===== src/rtl/condicionador_botoes.sv =====
// Button conditioner: synchronizes and debounces four game buttons plus a start button,
// producing stable levels, single-press pulses and a multiple-press flag.
module condicionador_botoes #(
    parameter int DEBOUNCE_CYCLES = 50000
) (
    input  logic       clock,
    input  logic       reset,
    input  logic [3:0] botoes_raw,
    input  logic       iniciar_raw,
    output logic [3:0] botoes,
    output logic [3:0] botoes_pulso,
    output logic       iniciar,
    output logic       multiplo,
    output logic [4:0] db_estavel
);

    localparam int              CNT_W   = $clog2(DEBOUNCE_CYCLES);
    localparam logic [CNT_W-1:0] CNT_MAX = CNT_W'(DEBOUNCE_CYCLES - 1);

    logic [4:0] raw_all;
    logic [4:0] s1_reg;
    logic [4:0] s2_reg;
    logic [4:0] stable_reg;
    logic [4:0] stable_next;
    logic [4:0] rise;
    logic [3:0] press_ok;
    logic [3:0] botoes_pulso_reg;
    logic       iniciar_reg;
    logic       multiplo_reg;

    // Bit 4 is the start button, bits 3:0 the game buttons.
    assign raw_all = {iniciar_raw, botoes_raw};
    assign rise    = stable_next & ~stable_reg;

    genvar gi;
    generate
        for (gi = 0; gi < 5; gi++) begin : g_chan
            logic [CNT_W-1:0] cnt_reg;
            logic             differs;
            logic             qualified;

            assign differs          = s2_reg[gi] ^ stable_reg[gi];
            assign qualified        = differs && (cnt_reg == CNT_MAX);
            assign stable_next[gi]  = qualified ? s2_reg[gi] : stable_reg[gi];

            // Any cycle agreeing with the stable level restarts qualification.
            always_ff @(posedge clock or negedge reset) begin
                if (!reset) begin
                    cnt_reg <= '0;
                end else if (!differs || qualified) begin
                    cnt_reg <= '0;
                end else begin
                    cnt_reg <= cnt_reg + CNT_W'(1);
                end
            end
        end

        // A button press only counts when it is the sole button held after this edge.
        for (gi = 0; gi < 4; gi++) begin : g_press
            localparam logic [3:0] OTHERS = ~(4'(1) << gi);
            assign press_ok[gi] = rise[gi] && ((stable_next[3:0] & OTHERS) == 4'b0000);
        end
    endgenerate

    always_ff @(posedge clock or negedge reset) begin
        if (!reset) begin
            s1_reg           <= '0;
            s2_reg           <= '0;
            stable_reg       <= '0;
            botoes_pulso_reg <= '0;
            iniciar_reg      <= 1'b0;
            multiplo_reg     <= 1'b0;
        end else begin
            s1_reg           <= raw_all;
            s2_reg           <= s1_reg;
            stable_reg       <= stable_next;
            botoes_pulso_reg <= press_ok;
            iniciar_reg      <= rise[4];
            multiplo_reg     <= ($countones(stable_next[3:0]) > 1);
        end
    end

    assign botoes       = stable_reg[3:0];
    assign botoes_pulso = botoes_pulso_reg;
    assign iniciar      = iniciar_reg;
    assign multiplo     = multiplo_reg;
    assign db_estavel   = stable_reg;

endmodule


===== config.mk =====
export PLATFORM = sky130hd
export DESIGN_NAME = condicionador_botoes
export DESIGN_NICKNAME = d
export VERILOG_FILES = /design/src/rtl/condicionador_botoes.sv
export SDC_FILE = /design/constraint.sdc
export NUM_CORES = 1
export LEC_CHECK = 0
export ABC_AREA = 0
export CORE_MARGIN = 2
export CORE_UTILIZATION = 40
export DETAILED_ROUTE_END_ITERATION = 8
export GPL_TIMING_DRIVEN = 0
export SYNTH_ARGS = -nofsm -noshare
export SYNTH_HDL_FRONTEND = slang
export SYNTH_SLANG_ARGS = --single-unit

===== constraint.sdc =====
create_clock -name clock -period 9.49 [get_ports clock]
set_input_delay 0.949 -clock clock [delete_from_list [all_inputs] [get_ports clock]]
set_output_delay 0.949 -clock clock [all_outputs]
set_load 0.01 [all_outputs]

==> run summary <==
================================================================================
Post-layout minimum cycle time                                           3.19 ns
Worst-case clock buffer depth                                                  2
Worst setup path category                                           flop to flop
Arrival time reported for the critical path endpoint                     3.41 ns
Overall track demand over capacity in global routing                       15.2%
Number of cells produced by synthesis                                        447
Fmax                                                                     314 MHz
Area of the mapped netlist                                           0.00469 mm²
Global placer's final weighted congestion                                  0.789
Via count of the first global-routing pass                                  3300
Worst Max-Slew Pin Slew                                                 0.544 ns
RSZ-0062 raised after global routing                                          no
Width of the die                                                          112 µm
Routed length per placed instance                                        13.7 µm
Number of endpoints with negative hold slack in the final report               0
Post-synth top area share                                                  53.9%
Core region area                                                      0.0114 mm²
Setup violation total in the final timing report                               0
Total die area                                                        0.0126 mm²
Relative area change from synthesis to final layout                        15.4%
Worst VDD drop                                                          0.112 mV
Final Skew                                                            0.00656 ns
Depth of the worst register-to-register path                                   8
Die boundary height                                                       112 µm
Standard-cell row count                                                       39
Level count of the clock H-tree                                                3
Number of cells on the worst hold path                                         0
Pin count of the biggest net entering global routing                          63
Min-delay worst type                                                flop to flop
Cells taking the most area after synthesis                          dfrtp_1, xnor2_1, nor2_1
Cts bufs inserted                                                              9
Number of antenna-violating nets in the routed design                          0
Number of antenna violations at the first check in global routing              0
Hold-fix buffer count after cts                                                0
Most repeated cell in the gate-level netlist after synthesis             dfrtp_1
Post CTS Setup Buffer Count                                                    0
Layout Nets                                                                  496
Part of the cycle the worst path needs                                     33.6%
Start point of the worst min-delay path                                s1_reg[1]
R2r startpoint                                                      g_chan[0].cnt_reg[7]
Final standard cell area without fillers                             0.00542 mm²
Power per unit of standard cell area                                  156 mW/mm²
Clock transition at the registers of the reported paths                  0.07 ns
Initial detailed-routing violation count                                     108
Cells resized by post-CTS repair                                               0
Initial standard-cell utilization of the core                              41.1%
Antenna Cells                                                                  0
Rel. slew slack                                                            63.7%
Sequential cell area fraction in the yosys report                          53.9%
Worst min-delay path endpoint                                          s2_reg[1]
Crit path launch type                                                       flop
Post-synth top area cell                                                 dfrtp_1
Total of warnings raised by yosys                                              0
Iteration count of the initial detailed-routing pass                           4
Post-route non-filler standard cell count                                    628
Final max-slew violation count                                                 0
Via count of the routed design                                              3248
Kind of end point of the critical path                                      flop
TritonCTS clock tree                                                         yes
CTS sink cnt                                                                 101
Ratio of cells with drive above 1 in the final layout                      7.42%
Total congestion overflow                                                      0
Number of synthesized register bits                                          101
Final setup TNS                                                             0 ns
Buffers on Ports                                                              21
Fraction of registers with async set/reset                                  100%
Post-detail-place hpwl                                                   5900 µm
Remaining routing DRC violations                                               0
First-pass GRT wire length                                              15500 µm
Mean instance size in the synthesized netlist                           10.5 µm²
# Max-Cap Violations                                                           0
Net count after synthesis                                                    463
Max Fanout on Critical Path                                                    5
Commonest cells in the synthesized netlist                          dfrtp_1, nor2_1, xnor2_1, nand2_1, nand3_1
Boundary pin count                                                            22
Number of synthesized flops with an enable pin                                 0
Status                                                              finished, final reports clean
Cell at the root of the clock tree                                     clkbuf_16
Register-to-Register Setup Slack                                         6.30 ns
Total length of routed wires                                             8570 µm
Dominant register cell in the synthesized netlist                        dfrtp_1
Reg-to-reg endpoint                                                     multiplo
Number of flip-flops in the largest register                                  80
Drt via density                                                             5.17
Critical Path RT                                                         9.71 ns
Post-detailed-placement cell area                                    0.00511 mm²
Leakage dissipation                                                      2.20 nW
Unique masters post-synth                                                     39
Placed Cells incl. Taps                                                      612
Clock Latency Late Sink                                                  0.34 ns
================================================================================
[worst max-delay path by stage]
| stage | cells after the start | slack (ns) | from | to |
|---|---|---|---|---|
| 5_1_grt | 8 | 6.18 | g_chan[3].cnt_reg[0] | multiplo |
| 4_1_cts | 8 | 6.30 | g_chan[0].cnt_reg[7] | multiplo |
| 2_1_floorplan | 8 | 6.46 | g_chan[0].cnt_reg[5] | multiplo |
| 3_5_place_dp | 8 | 6.31 | g_chan[0].cnt_reg[5] | multiplo |
| 6_report | 8 | 6.30 | g_chan[0].cnt_reg[7] | multiplo |
| 3_3_place_gp | 1 | 3.67 | reset | g_chan[4].cnt_reg[8] |
[final cells by class]
cell class	instances	area (µm²)
inverters	14	52.6
fillers	1096	6000
multi-input cells	323	2060
clock buffers	10	239
well taps	143	179
plain buffers	9	50.0
clock inverters	6	68.8
flip-flops and latches	101	2530
repair buffers	22	235
[cell families (layout without fill, tap and decap cells)]
group,after synthesis,in the layout,share of synthesized area (%)
mux,6,6,1.52
simple gates,227,227,25.4
fa+ha+maj,9,9,2.56
xor+xnor,69,69,12.9
flops,101,101,53.9
compound gates,12,12,1.57
buf+inv,23,61,2.19
[power by group]
group	internal, W	switching (W)
Clock	0.000214	0.000162
Combinational	0.00000952	0.0000179
Sequential	0.000438	0.00000686
[worst max-delay path: stages, from the launching register on]
cell and delay (ns):
dfrtp_1 0.42, or4b_1 0.56, or4_4 0.58, mux2_4 0.35
inv_1 0.07, ha_1 0.22, and2_1 0.15, fa_1 0.41
or2_2 0.31
[layer usage]
metal  share of wire (%)  track usage [%]  up-vias
li1                    -                -     1610
met1                  47             20.0     1591
met2                  48             24.2       39
met3                 3.8             4.27        8
met4                 1.4             5.37        0
met5                   0                0        -
[cells in the final DEF (no fill, tap or decap), types with 8 or more instances in the layout]
cell type,Yosys,routed
inv_1,14,14
nor3_1,17,17
xor2_1,21,21
nand2_1,24,24
nor4_1,16,16
clkdlybuf4s50_1,0,20
ha_1,8,8
xnor2_1,48,48
nor2_1,82,82
clkbuf_16,0,9
nand4_1,21,21
dfrtp_1,101,101
nand3_1,22,22
[per-stage QoR]
step	hold slack, ns	worst slack, ns	util (%)	total power (W)
2_1_floorplan	0.331	6.46	-	0.000463
3_5_place_dp	0.336	6.31	44.7	0.000481
5_1_grt	0.346	6.18	47.4	0.000885
6_report	0.344	6.30	47.4	0.000847
4_1_cts	0.347	6.30	47.4	0.000861
3_3_place_gp	0.333	3.67	44.5	0.000479
Note: power is estimated with default switching activity, not from simulation.
